--- config.mk ---
export PLATFORM = sky130hd
export DESIGN_NAME = mem_lsu
export DESIGN_NICKNAME = d
export VERILOG_FILES = /design/src/rtl/mem_lsu.sv
export SDC_FILE = /design/constraint.sdc
export NUM_CORES = 1
export LEC_CHECK = 0
export CORE_AREA = 2 2 103 145
export DETAILED_ROUTE_END_ITERATION = 8
export DIE_AREA = 0 0 105 147
export GPL_TIMING_DRIVEN = 0
export PLACE_DENSITY = 0.91
export SYNTH_ARGS = -nofsm -noshare
export SYNTH_HDL_FRONTEND = slang
export SYNTH_SLANG_ARGS = --single-unit
--- constraint.sdc ---
create_clock -name clk -period 2.5 [get_ports clk]
set_input_delay 0.5 -clock clk [delete_from_list [all_inputs] [get_ports clk]]
set_output_delay 0.5 -clock clk [all_outputs]
set_load 0.01 [all_outputs]
--- src/rtl/mem_lsu.sv ---
// rtl/mem_lsu.sv - MEM-stage load/store unit with big-endian data-bus FSM
// Optional LSU_ALIGN_CHECK_EN enables halfword/word alignment exceptions.
`ifndef EXC_CODE_WIDTH
`define EXC_CODE_WIDTH 5
`endif
`ifndef EC_NONE
`define EC_NONE 5'h1f
`endif
`ifndef EC_ADEL
`define EC_ADEL 5'h04
`endif
`ifndef EC_ADES
`define EC_ADES 5'h05
`endif
`ifndef STOP
`define STOP 1'b1
`endif
`ifndef NOSTOP
`define NOSTOP 1'b0
`endif
`ifndef EXE_LB_OP
`define EXE_LB_OP  8'b11100000
`define EXE_LH_OP  8'b11100001
`define EXE_LW_OP  8'b11100011
`define EXE_LBU_OP 8'b11100100
`define EXE_LHU_OP 8'b11100101
`define EXE_SB_OP  8'b11101000
`define EXE_SH_OP  8'b11101001
`define EXE_SW_OP  8'b11101011
`endif

module mem_lsu (
  input  logic                       clk,
  input  logic                       rst,
  input  logic [7:0]                 mem_aluop,
  input  logic [31:0]                mem_mem_addr,
  input  logic [31:0]                mem_reg2,
  input  logic [4:0]                 mem_wd,
  input  logic                       mem_wreg,
  input  logic [31:0]                mem_wdata,
  input  logic [`EXC_CODE_WIDTH-1:0] exc_code_i,
  input  logic                       flush,
  input  logic [5:0]                 stall,
  output logic                       stallreq_o,
  output logic [4:0]                 wb_wd,
  output logic                       wb_wreg,
  output logic [31:0]                wb_wdata,
  output logic [`EXC_CODE_WIDTH-1:0] exc_code_o,
  output logic [31:0]                exc_badvaddr_o,
  output logic                       dbus_req,
  output logic                       dbus_we,
  output logic [3:0]                 dbus_sel,
  output logic [31:0]                dbus_addr,
  output logic [31:0]                dbus_wdata,
  input  logic                       dbus_ack,
  input  logic [31:0]                dbus_rdata
);

  typedef enum logic [1:0] {IDLE, WAIT, DONE, DRAIN} state_t;
  state_t state, state_nx;

  logic        is_load, is_store, is_byte, is_half, is_word, is_signed;
  logic        align_fault, up_exc, go;
  logic [1:0]  off;
  logic [3:0]  sel_nx;
  logic [31:0] wdata_nx, load_data, result;
  logic        unused_stall;

  assign unused_stall = &{stall[5], stall[3:0], 1'b0};
  assign off = mem_mem_addr[1:0];

  always_comb begin
    is_load   = 1'b0;
    is_store  = 1'b0;
    is_byte   = 1'b0;
    is_half   = 1'b0;
    is_word   = 1'b0;
    is_signed = 1'b0;
    case (mem_aluop)
      `EXE_LB_OP:  begin is_load  = 1'b1; is_byte = 1'b1; is_signed = 1'b1; end
      `EXE_LBU_OP: begin is_load  = 1'b1; is_byte = 1'b1; end
      `EXE_LH_OP:  begin is_load  = 1'b1; is_half = 1'b1; is_signed = 1'b1; end
      `EXE_LHU_OP: begin is_load  = 1'b1; is_half = 1'b1; end
      `EXE_LW_OP:  begin is_load  = 1'b1; is_word = 1'b1; end
      `EXE_SB_OP:  begin is_store = 1'b1; is_byte = 1'b1; end
      `EXE_SH_OP:  begin is_store = 1'b1; is_half = 1'b1; end
      `EXE_SW_OP:  begin is_store = 1'b1; is_word = 1'b1; end
      default: ;
    endcase
  end

`ifdef LSU_ALIGN_CHECK_EN
  assign align_fault = (is_half && off[0]) || (is_word && (off != 2'b00));
`else
  assign align_fault = 1'b0;
`endif

  assign up_exc = (exc_code_i != `EC_NONE);
  assign go     = (is_load || is_store) && !up_exc && !align_fault && !flush;

  always_comb begin
    exc_code_o     = `EC_NONE;
    exc_badvaddr_o = 32'h0;
    if (up_exc) begin
      exc_code_o = exc_code_i;
    end else if (align_fault) begin
      exc_code_o     = is_load ? `EC_ADEL : `EC_ADES;
      exc_badvaddr_o = mem_mem_addr;
    end
  end

  // Big-endian lanes: offset 0 is the most significant byte.
  always_comb begin
    sel_nx   = 4'b1111;
    wdata_nx = mem_reg2;
    if (is_byte) begin
      sel_nx   = 4'b1000 >> off;
      wdata_nx = {4{mem_reg2[7:0]}};
    end else if (is_half) begin
      sel_nx   = off[1] ? 4'b0011 : 4'b1100;
      wdata_nx = {2{mem_reg2[15:0]}};
    end
  end

  always_comb begin
    load_data = dbus_rdata;
    if (is_byte) begin
      case (off)
        2'd0:    load_data = {{24{is_signed & dbus_rdata[31]}}, dbus_rdata[31:24]};
        2'd1:    load_data = {{24{is_signed & dbus_rdata[23]}}, dbus_rdata[23:16]};
        2'd2:    load_data = {{24{is_signed & dbus_rdata[15]}}, dbus_rdata[15:8]};
        default: load_data = {{24{is_signed & dbus_rdata[7]}},  dbus_rdata[7:0]};
      endcase
    end else if (is_half) begin
      load_data = off[1] ? {{16{is_signed & dbus_rdata[15]}}, dbus_rdata[15:0]}
                         : {{16{is_signed & dbus_rdata[31]}}, dbus_rdata[31:16]};
    end
  end

  always_ff @(posedge clk) begin
    if (rst) state <= IDLE;
    else     state <= state_nx;
  end

  always_comb begin
    state_nx   = state;
    stallreq_o = 1'b0;
    case (state)
      IDLE: begin
        stallreq_o = go;
        if (go) state_nx = WAIT;
      end
      WAIT: begin
        stallreq_o = 1'b1;
        if (flush) state_nx = dbus_ack ? IDLE : DRAIN;
        else if (dbus_ack) state_nx = DONE;
      end
      DONE: begin
        if (flush || stall[4] == `NOSTOP) state_nx = IDLE;
      end
      DRAIN: begin
        stallreq_o = go;
        if (dbus_ack) state_nx = IDLE;
      end
      default: state_nx = IDLE;
    endcase
  end

  always_ff @(posedge clk) begin
    if (rst) begin
      dbus_req   <= 1'b0;
      dbus_we    <= 1'b0;
      dbus_sel   <= 4'h0;
      dbus_addr  <= 32'h0;
      dbus_wdata <= 32'h0;
      result     <= 32'h0;
    end else begin
      case (state)
        IDLE: if (go) begin
          dbus_req   <= 1'b1;
          dbus_we    <= is_store;
          dbus_sel   <= sel_nx;
          dbus_addr  <= {mem_mem_addr[31:2], 2'b00};
          dbus_wdata <= wdata_nx;
        end
        WAIT: if (dbus_ack) begin
          dbus_req <= 1'b0;
          if (!flush) result <= load_data;
        end
        DRAIN: if (dbus_ack) dbus_req <= 1'b0;
        default: ;
      endcase
    end
  end

  assign wb_wd    = mem_wd;
  assign wb_wreg  = mem_wreg && !up_exc && !align_fault && (state != DRAIN);
  assign wb_wdata = is_load ? result : mem_wdata;

endmodule

==> results of run 1 <==
==> cell families after synthesis <==
group	Yosys count	share of synthesized area, %
compound gates	148	18.5
fa+ha+maj	4	0.921
buf+inv	101	10.8
flops	102	37.6
mux	57	13.1
other cells	1	0.0690
simple gates	241	19.1
==> worst min path at each step <==
stage	from	end	depth (start not counted)
3_3_place_gp	dbus_addr[6]	dbus_addr[6]	2
5_1_grt	dbus_wdata[4]	dbus_wdata[4]	2
2_1_floorplan	result[7]	result[7]	2
3_5_place_dp	dbus_addr[7]	dbus_addr[7]	2
4_1_cts	dbus_addr[7]	dbus_addr[7]	2
6_report	dbus_addr[7]	dbus_addr[7]	2
==> per-layer routing <==
metal | track usage (%) | vias to the layer above
met3 | 7.54 | 50
met5 | 0 | -
met2 | 51.0 | 347
met4 | 14.0 | 0
met1 | 27.5 | 2778
li1 | - | 2854
==> synth_stat cells (2+ instances only) <==
cell / count
a211oi_1: 38
a211oi_2: 3
a21oi_1: 54
a221oi_1: 6
a22oi_1: 9
a311oi_1: 9
buf_2: 14
buf_4: 43
buf_6: 2
clkbuf_1: 33
dfxtp_1: 102
ha_1: 4
inv_1: 7
mux2_2: 33
mux2i_1: 16
mux4_2: 8
nand2_1: 141
nand3_1: 3
nor2_1: 57
nor2b_1: 2
nor3_1: 22
nor3_2: 2
o211ai_1: 9
o21ai_0: 8
o31ai_1: 3
or3_1: 2
or4_1: 3
==> tightest hold or removal path: cells and delay by family, from the launching register on <==
family	cells	cell delay [ps]
AOI/OAI and AO/OA	1	50
DFF	1	310
and+or+nand+nor	1	50
==> repair_timing <==
action                     in CTS  in global routing
setup endpoints to repair      37                 70
pin swaps                       3                  3
setup buffers                   9                  0
gates cloned                    3                  0
gates resized for setup       187                 12
==> power by group through the flow <==
stage	Combinational [mW]	Clock [mW]	Sequential, mW
after floorplan	0.308	0	1.70
after global placement	0.712	0	1.70
after detailed placement	0.723	0	1.70
after CTS	0.708	1.46	1.66
after global routing	0.759	1.53	1.66
final	0.714	1.44	1.66
==> registers in the layout, summed over array words and instances, names as in the netlist <==
register	flops
dbus_we	1
state	2
dbus_addr	30
dbus_sel	4
result	32
dbus_req	1
dbus_wdata	32
==> cells in the final DEF, fill, tap and decap left out, drive strengths merged, types with 2 or more instances in the layout <==
master | Yosys | routed
nand2 | 141 | 141
ha | 4 | 4
clkbuf | 33 | 46
nor3 | 24 | 24
mux2i | 16 | 16
nand3 | 3 | 3
dlymetal6s2s | 0 | 4
a21oi | 54 | 54
dfxtp | 102 | 102
clkinv | 1 | 2
or3 | 2 | 2
a221oi | 6 | 6
nor2b | 2 | 2
dlygate4sd2 | 0 | 2
a311oi | 9 | 9
buf | 60 | 106
a22oi | 9 | 9
or4 | 3 | 3
nand4b | 2 | 2
inv | 7 | 11
o21ai | 9 | 9
o211ai | 9 | 9
nor2 | 59 | 59
clkdlybuf4s50 | 0 | 212
o31ai | 3 | 3
mux2 | 33 | 33
conb | 1 | 34
mux4 | 8 | 8
a211oi | 42 | 42
==> final cells by class <==
class	count	share of cell area, %
Multi-Input combinational cell	484	34.3
Timing Repair Buffer	268	29.0
Sequential cell	102	23.5
Buffer	93	6.73
Clock buffer	10	2.74
Tap cell	189	2.72
Clock inverter	6	0.704
Inverter	8	0.345
==> per-stage QoR <==
step / setup WS, ps / instance area [um2] / util (%) / TNS, ps
after floorplan: 208 / 5560 / - / 0
after global placement: -1060 / 8370 / 59.0 / -49400
after detailed placement: -1030 / 8370 / 59.0 / -48060
after CTS: 17.1 / 8720 / 61.5 / 0
after global routing: 25.8 / 8710 / 61.4 / 0
final: 53.5 / 8710 / 61.4 / 0
==> metrics.md, run 1 <==
| Metric | Value |
|---|---|
| Initial DRT Pass Iterations | `5` |
| Core ar. | `0.0142 mm2` |
| Buf/Inv on CP | `4` |
| Internal power | `2.78 mW` |
| Crit path from | `mem_aluop[4]` |
| Die footprint | `0.0154 mm2` |
| Critical path's slowest cell | `mux2_2` |
| Initial Util | `38.3%` |
| Global-route usage over all layers | `27.4%` |
| Maximum level of the CTS H-tree | `3` |
| # clock sinks | `~100` |
| Via count | `approximately 6000` |
| Clk_lat worst skew | `340 ps` |
| Root Buffer | `clkbuf_16` |
| Crit Path Class | `in -> out` |
| Levels on crit path | `8` |
| Final std cells w/o fill | `1160` |
| Post-DP HPWL | `16900 um` |
| Met3 routed WL | `1920 um` |
| Hold_buf cts | `0` |
| Area delta synth->final | `60.2%` |
| DRT antenna net count | `0` |
| Netlist Area Pre-Place | `approximately 0.0054 mm2` |
| Synthesized netlist cell count | `654` |
| Reg power frac | `43.6%` |
| Yosys top cell by area | `dfxtp_1` |
| R2r endpoint | `result[4]` |
| Ys Warns | `0` |
| Clk slew on worst S/H paths | `approximately 80 ps` |
| CP peak stage delay | `360 ps` |
| Outcome | `complete, no violations` |
| Synth top area share | `37.6%` |
| CP required | `2000 ps` |
| Pwr Total | `3.82 mW` |
| Layout cells sized above 1 | `19.3%` |
| PortBufs | `257` |
| Max Clock Freq | `between 400 and 500 MHz` |
| Min Hold Slack | `455 ps` |
| Fill count | `1242` |
| Crit path max fanout | `5` |
| Sw Ratio | `27.2%` |
| Register-to-register setup slack | `roughly 160 ps` |
| Switching power | `1.04 mW` |
| Final setup violation count | `0` |
| Cell Chain, Critical Path | `buf_6 -> and4b_2 -> o21ai_4 -> nor2_4 -> buf_6 -> buf_6 -> mux2_2 -> buf_2` |
| Vias in the first global route | `6051` |
| Synth cell types | `48` |
| Fin. Hold Viols | `0` |
| Detailed-route wire length per cell | `18.7 um` |
| Total area of sequential cells | `0.00204 mm2` |
| Avg Inst Size Synth | `8.31 um2` |
| I/O Pins | `303` |
| Placer Congestion | `0.955` |
| Max Buffers Root-to-Sink | `2` |
| Metal-1 WL | `7370 um` |
| Die width | `105 um` |
| Total of max-cap violations | `0` |
| Vias per cell | `5.20` |
| Antenna cells | `0` |
| Post-synth EDFFs | `0` |
| Layout Nets | `1127` |
| Pwr dens | `438 mW/mm2` |
| Combinational share of power | `18.7%` |
| GR Overflow Total | `0` |
| Post-synthesis sequential element count | `a little over 100` |
| Routed length on met2 | `roughly 11000 um` |
| R2R depth | `8` |
| Rows | `52` |
| First DRT Iteration DRCs | `256` |
| CP Data Arrival Time | `between 1500 and 2000 ps` |
| Initial antenna violation count | `0` |
| Synth area leaders | `dfxtp_1 (38%), nand2_1 (9.7%), mux2_2 (6.8%)` |
| Part of the power in the clock network | `37.7%` |
| Dpl cells | `1133` |
| Final Max Slew Viols | `0` |
| Area of the multi-input gates | `0.00298 mm2` |
| Slew headroom | `51.8%` |
| CP endpoint | `wb_wdata[15]` |
| Die Y-Extent | `147 um` |
| First-pass GRT wire length | `~33000 um` |
| Largest net degree at the start of global routing | `20` |
| Hold Path Class | `reg -> reg` |
| CP Launch Type | `input port` |
| CP delay by family, top | `buffers and inverters` |
| Final WL | `21700 um` |
| Cts bufs inserted | `9` |
| VDD IR-drop max | `426 uV` |
| RR Startpoint | `state[1]` |
| Post-synth ARST share | `0%` |
| Top cell by count, worst path | `buf_6` |
| TritonCTS clock tree | `built` |
| Final worst path period need | `2450 ps` |
| Sequential share of the synthesized area | `37.6%` |
| Unrepaired setup endpoints after global routing | `false` |
| Dominant synthesized flop cell | `dfxtp_1` |
| Worst-margin pin slew | `roughly 700 ps` |
| Critical Path Sink Type | `primary output` |
| Final worst-path cycle share | `97.9%` |
| DR top layer | `met4` |
| DRC Markers | `0` |
| Leak pwr | `around 3.3 nW` |
| Worst Skew | `5.38 ps` |
(Power assumes the default switching activity.)
==> run 2: changes to the inputs <==
- ABC_CLOCK_PERIOD_IN_PS: default -> 2500
- CAP_MARGIN: default -> 10
==> results of run 2 <==
The final DEF is identical to that of run 1; final timing and power are the same.
==> run 3: changes to the inputs <==
- ABC_CLOCK_PERIOD_IN_PS: 2500 -> 2300
- clock period: 2.5 -> 2.3 ns (I/O delays scaled with it)
==> run 3 against run 2 <==
Against the previous run:
- the run now ends with setup timing left
- clock skew rose by 2.0 ps
- die area unchanged
- via count increased by 0.91%
- largest power group unchanged
- register-to-register slack worse by 40 ps
==> metrics.md, run 3 (synthesized netlist as in run 1, its figures left out) <==
| Metric | Value |
|---|---|
| Outcome | `complete, but fails checks` |
| Violated checks | `setup timing` |
| Min setup slack post-route | `-96.6 ps (-150 ps)` |
| DRT antenna net count | `0 (unchanged)` |
| Finished Core Util | `63.8% (+2.4 points)` |
| CP Launch Type | `input port` |
| DRC Markers | `0 (unchanged)` |
| Area delta synth->final | `66.5%` |
| Clk_lat worst skew | `340 ps (about the same)` |
| Vias per cell | `5.24 (+0.83%)` |
| Crit Path Class | `in -> out` |
| Post-DP HPWL | `16900 um (unchanged)` |
| Rows | `52 (unchanged)` |
| Initial DRT Pass Iterations | `5 (unchanged)` |
| Largest net degree at the start of global routing | `20 (unchanged)` |
| Internal power | `3.07 mW (+11%)` |
| Final WL | `22700 um (+4.4%)` |
| Max Clock Freq | `417 MHz` |
| Worst Hold End | `dbus_addr[7]` |
| Switching power | `1.15 mW (+11%)` |
| Largest regs | `dbus_wdata (32), result (32), dbus_addr (30)` |
| Layout Nets | `1128 (+0.089%)` |
| Initial antenna violation count | `0 (unchanged)` |
| R2R depth | `8 (unchanged)` |
| Hold path start | `dbus_addr[7]` |
| Die width | `105 um (unchanged)` |
| VDD IR-drop max | `472 uV (+11%)` |
| Critical Path Sink Type | `primary output` |
| Commonest non-fill, non-tap cell in the layout | `clkdlybuf4s50_1` |
| Vias in the first global route | `6230 (+3.0%)` |
| Pwr Total | `4.22 mW (+11%)` |
| GR Overflow Total | `0 (unchanged)` |
| Grt met2 use | `52.0% (+1.1 points)` |
| TritonCTS clock tree | `built` |
| Sw Ratio | `27.3% (+0.070 points)` |
| Layout cells sized above 1 | `19.9% (+0.60 points)` |
| Fill count | `1184 (-4.7%)` |
| Antenna cells | `0 (unchanged)` |
| Final worst path period need | `around 2400 ps` |
| Clk slew on worst S/H paths | `80 ps (about the same)` |
| Placer Congestion | `0.955 (unchanged)` |
| GRT busiest layer | `met2` |
| # clock sinks | `102 (unchanged)` |
| GR Util met3 | `8.47% (+0.93 points)` |
| Most frequent cells in the layout | `clkdlybuf4s50_1 (210), nand2_1 (140), dfxtp_1 (102), nor2_1 (56), a21oi_1 (54)` |
| Cts bufs inserted | `9 (unchanged)` |
| Pwr dens | `467 mW/mm2 (+6.6%)` |
| Combinational share of power | `20.1% (+1.4 points)` |
| Root Buffer | `clkbuf_16` |
| Final setup violation count | `13 (+13)` |
| CP required | `1840 ps (-160 ps)` |
| Min-Delay Path Depth | `2 (unchanged)` |
| Max Buffers Root-to-Sink | `2 (unchanged)` |
| Maximum level of the CTS H-tree | `3 (unchanged)` |
| PortBufs | `257 (unchanged)` |
| Unrepaired setup endpoints after global routing | `true` |
| Final worst-path cycle share | `104%` |
| Hold Path Class | `reg -> reg` |
| R2r endpoint | `result[3]` |
| Global-route usage over all layers | `28.7% (+1.3 points)` |
| First DRT Iteration DRCs | `291 (+14%)` |
| CP Data Arrival Time | `1940 ps (about the same)` |
| Die footprint | `0.0154 mm2 (unchanged)` |
| Worst Skew | `7.43 ps (+2.04 ps)` |
| Via count | `6084 (+0.91%)` |
| Crit path max fanout | `5 (unchanged)` |
| Fin. Hold Viols | `0 (unchanged)` |
| Final Max Slew Viols | `0 (unchanged)` |
| Core ar. | `0.0142 mm2 (unchanged)` |
| RR Startpoint | `state[1]` |
| Die Y-Extent | `147 um (unchanged)` |
| Total of max-cap violations | `0 (unchanged)` |
| Register-to-register setup slack | `120 ps (-40 ps)` |
| Total area of sequential cells | `0.00204 mm2 (unchanged)` |
| Area of the multi-input gates | `0.00312 mm2 (+4.5%)` |
| Detailed-route wire length per cell | `19.5 um (+4.4%)` |
| I/O Pins | `303 (unchanged)` |
| First-pass GRT wire length | `34200 um (+4.3%)` |
| Leak pwr | `3.43 nW (+5.0%)` |
| Part of the power in the clock network | `37.1% (-0.6 points)` |
| Reg power frac | `42.8% (-0.8 points)` |
| Met1 GRT Util | `28.5% (+1.0 points)` |
| Worst-margin pin slew | `710 ps (-9.22 ps)` |
| Initial Util | `38.3% (unchanged)` |
| Slew headroom | `52.7% (+0.88 points)` |
==> run 3: worst max path at each step <==
stage                       from            to  slack, ps  cells past startpoint
floorplan           mem_aluop[0]  wb_wdata[10]         90                      6
global placement    mem_aluop[6]   wb_wdata[9]      -1180                      7
detailed placement  mem_aluop[5]  wb_wdata[24]      -1150                      7
CTS                 mem_aluop[4]  wb_wdata[16]       -120                      9
global route        mem_aluop[4]  wb_wdata[16]       -120                      9
finish              mem_aluop[4]  wb_wdata[16]       -100                      9
==> run 3: per-stage QoR <==
stage	cells	TNS, ps	hold WS [ps]	cell area (um2)	setup WS (ps)
2_1_floorplan	687	0	440	5560	88.2
3_3_place_gp	1133	-69000	441	8370	-1180
3_5_place_dp	1133	-68010	446	8370	-1150
4_1_cts	1162	-565	457	9030	-120
5_1_grt	1161	-509	470	9040	-116
6_report	1161	-169	454	9040	-96.6
==> run 3: power groups by stage <==
| stage | Clock [mW] | Combinational [mW] | Sequential (mW) |
|---|---|---|---|
| final | 1.57 | 0.850 | 1.81 |
| after CTS | 1.58 | 0.830 | 1.81 |
| after floorplan | 0 | 0.335 | 1.84 |
| after global routing | 1.66 | 0.898 | 1.81 |
| after detailed placement | 0 | 0.785 | 1.85 |
| after global placement | 0 | 0.774 | 1.85 |
==> run 3: repair_timing <==
item | in CTS | in global routing
hold buffers | 0 | 0
pin swaps | 4 | 3
setup endpoints to repair | 69 | 94
buffers inserted | 10 | 2
cloned | 3 | 0
resized for setup | 261 | 16
==> run 3: area by class of cell <==
class                      count  share of cell area, %
tap                          189                   2.61
timing repair buffer         270                   30.2
clock buffer                  10                   2.64
buffer                        92                   6.43
sequential                   102                   22.6
multi-input combinational    484                   34.5
clock inverter                 6                  0.678
inverter                       8                  0.373
==> run 3: per-layer routing <==
metal	vias up	part of all wire, %
met5	-	0
met4	0	6.1
met2	382	51
met3	82	9.5
li1	2850	-
met1	2770	33
==> run 3: critical path: stages <==
cell     delay [ps]
buf_6            90
and4b_2         310
o21ai_4          80
nor2_4          180
buf_6           160
buf_6           130
buf_6           100
mux2_4          290
buf_6           130
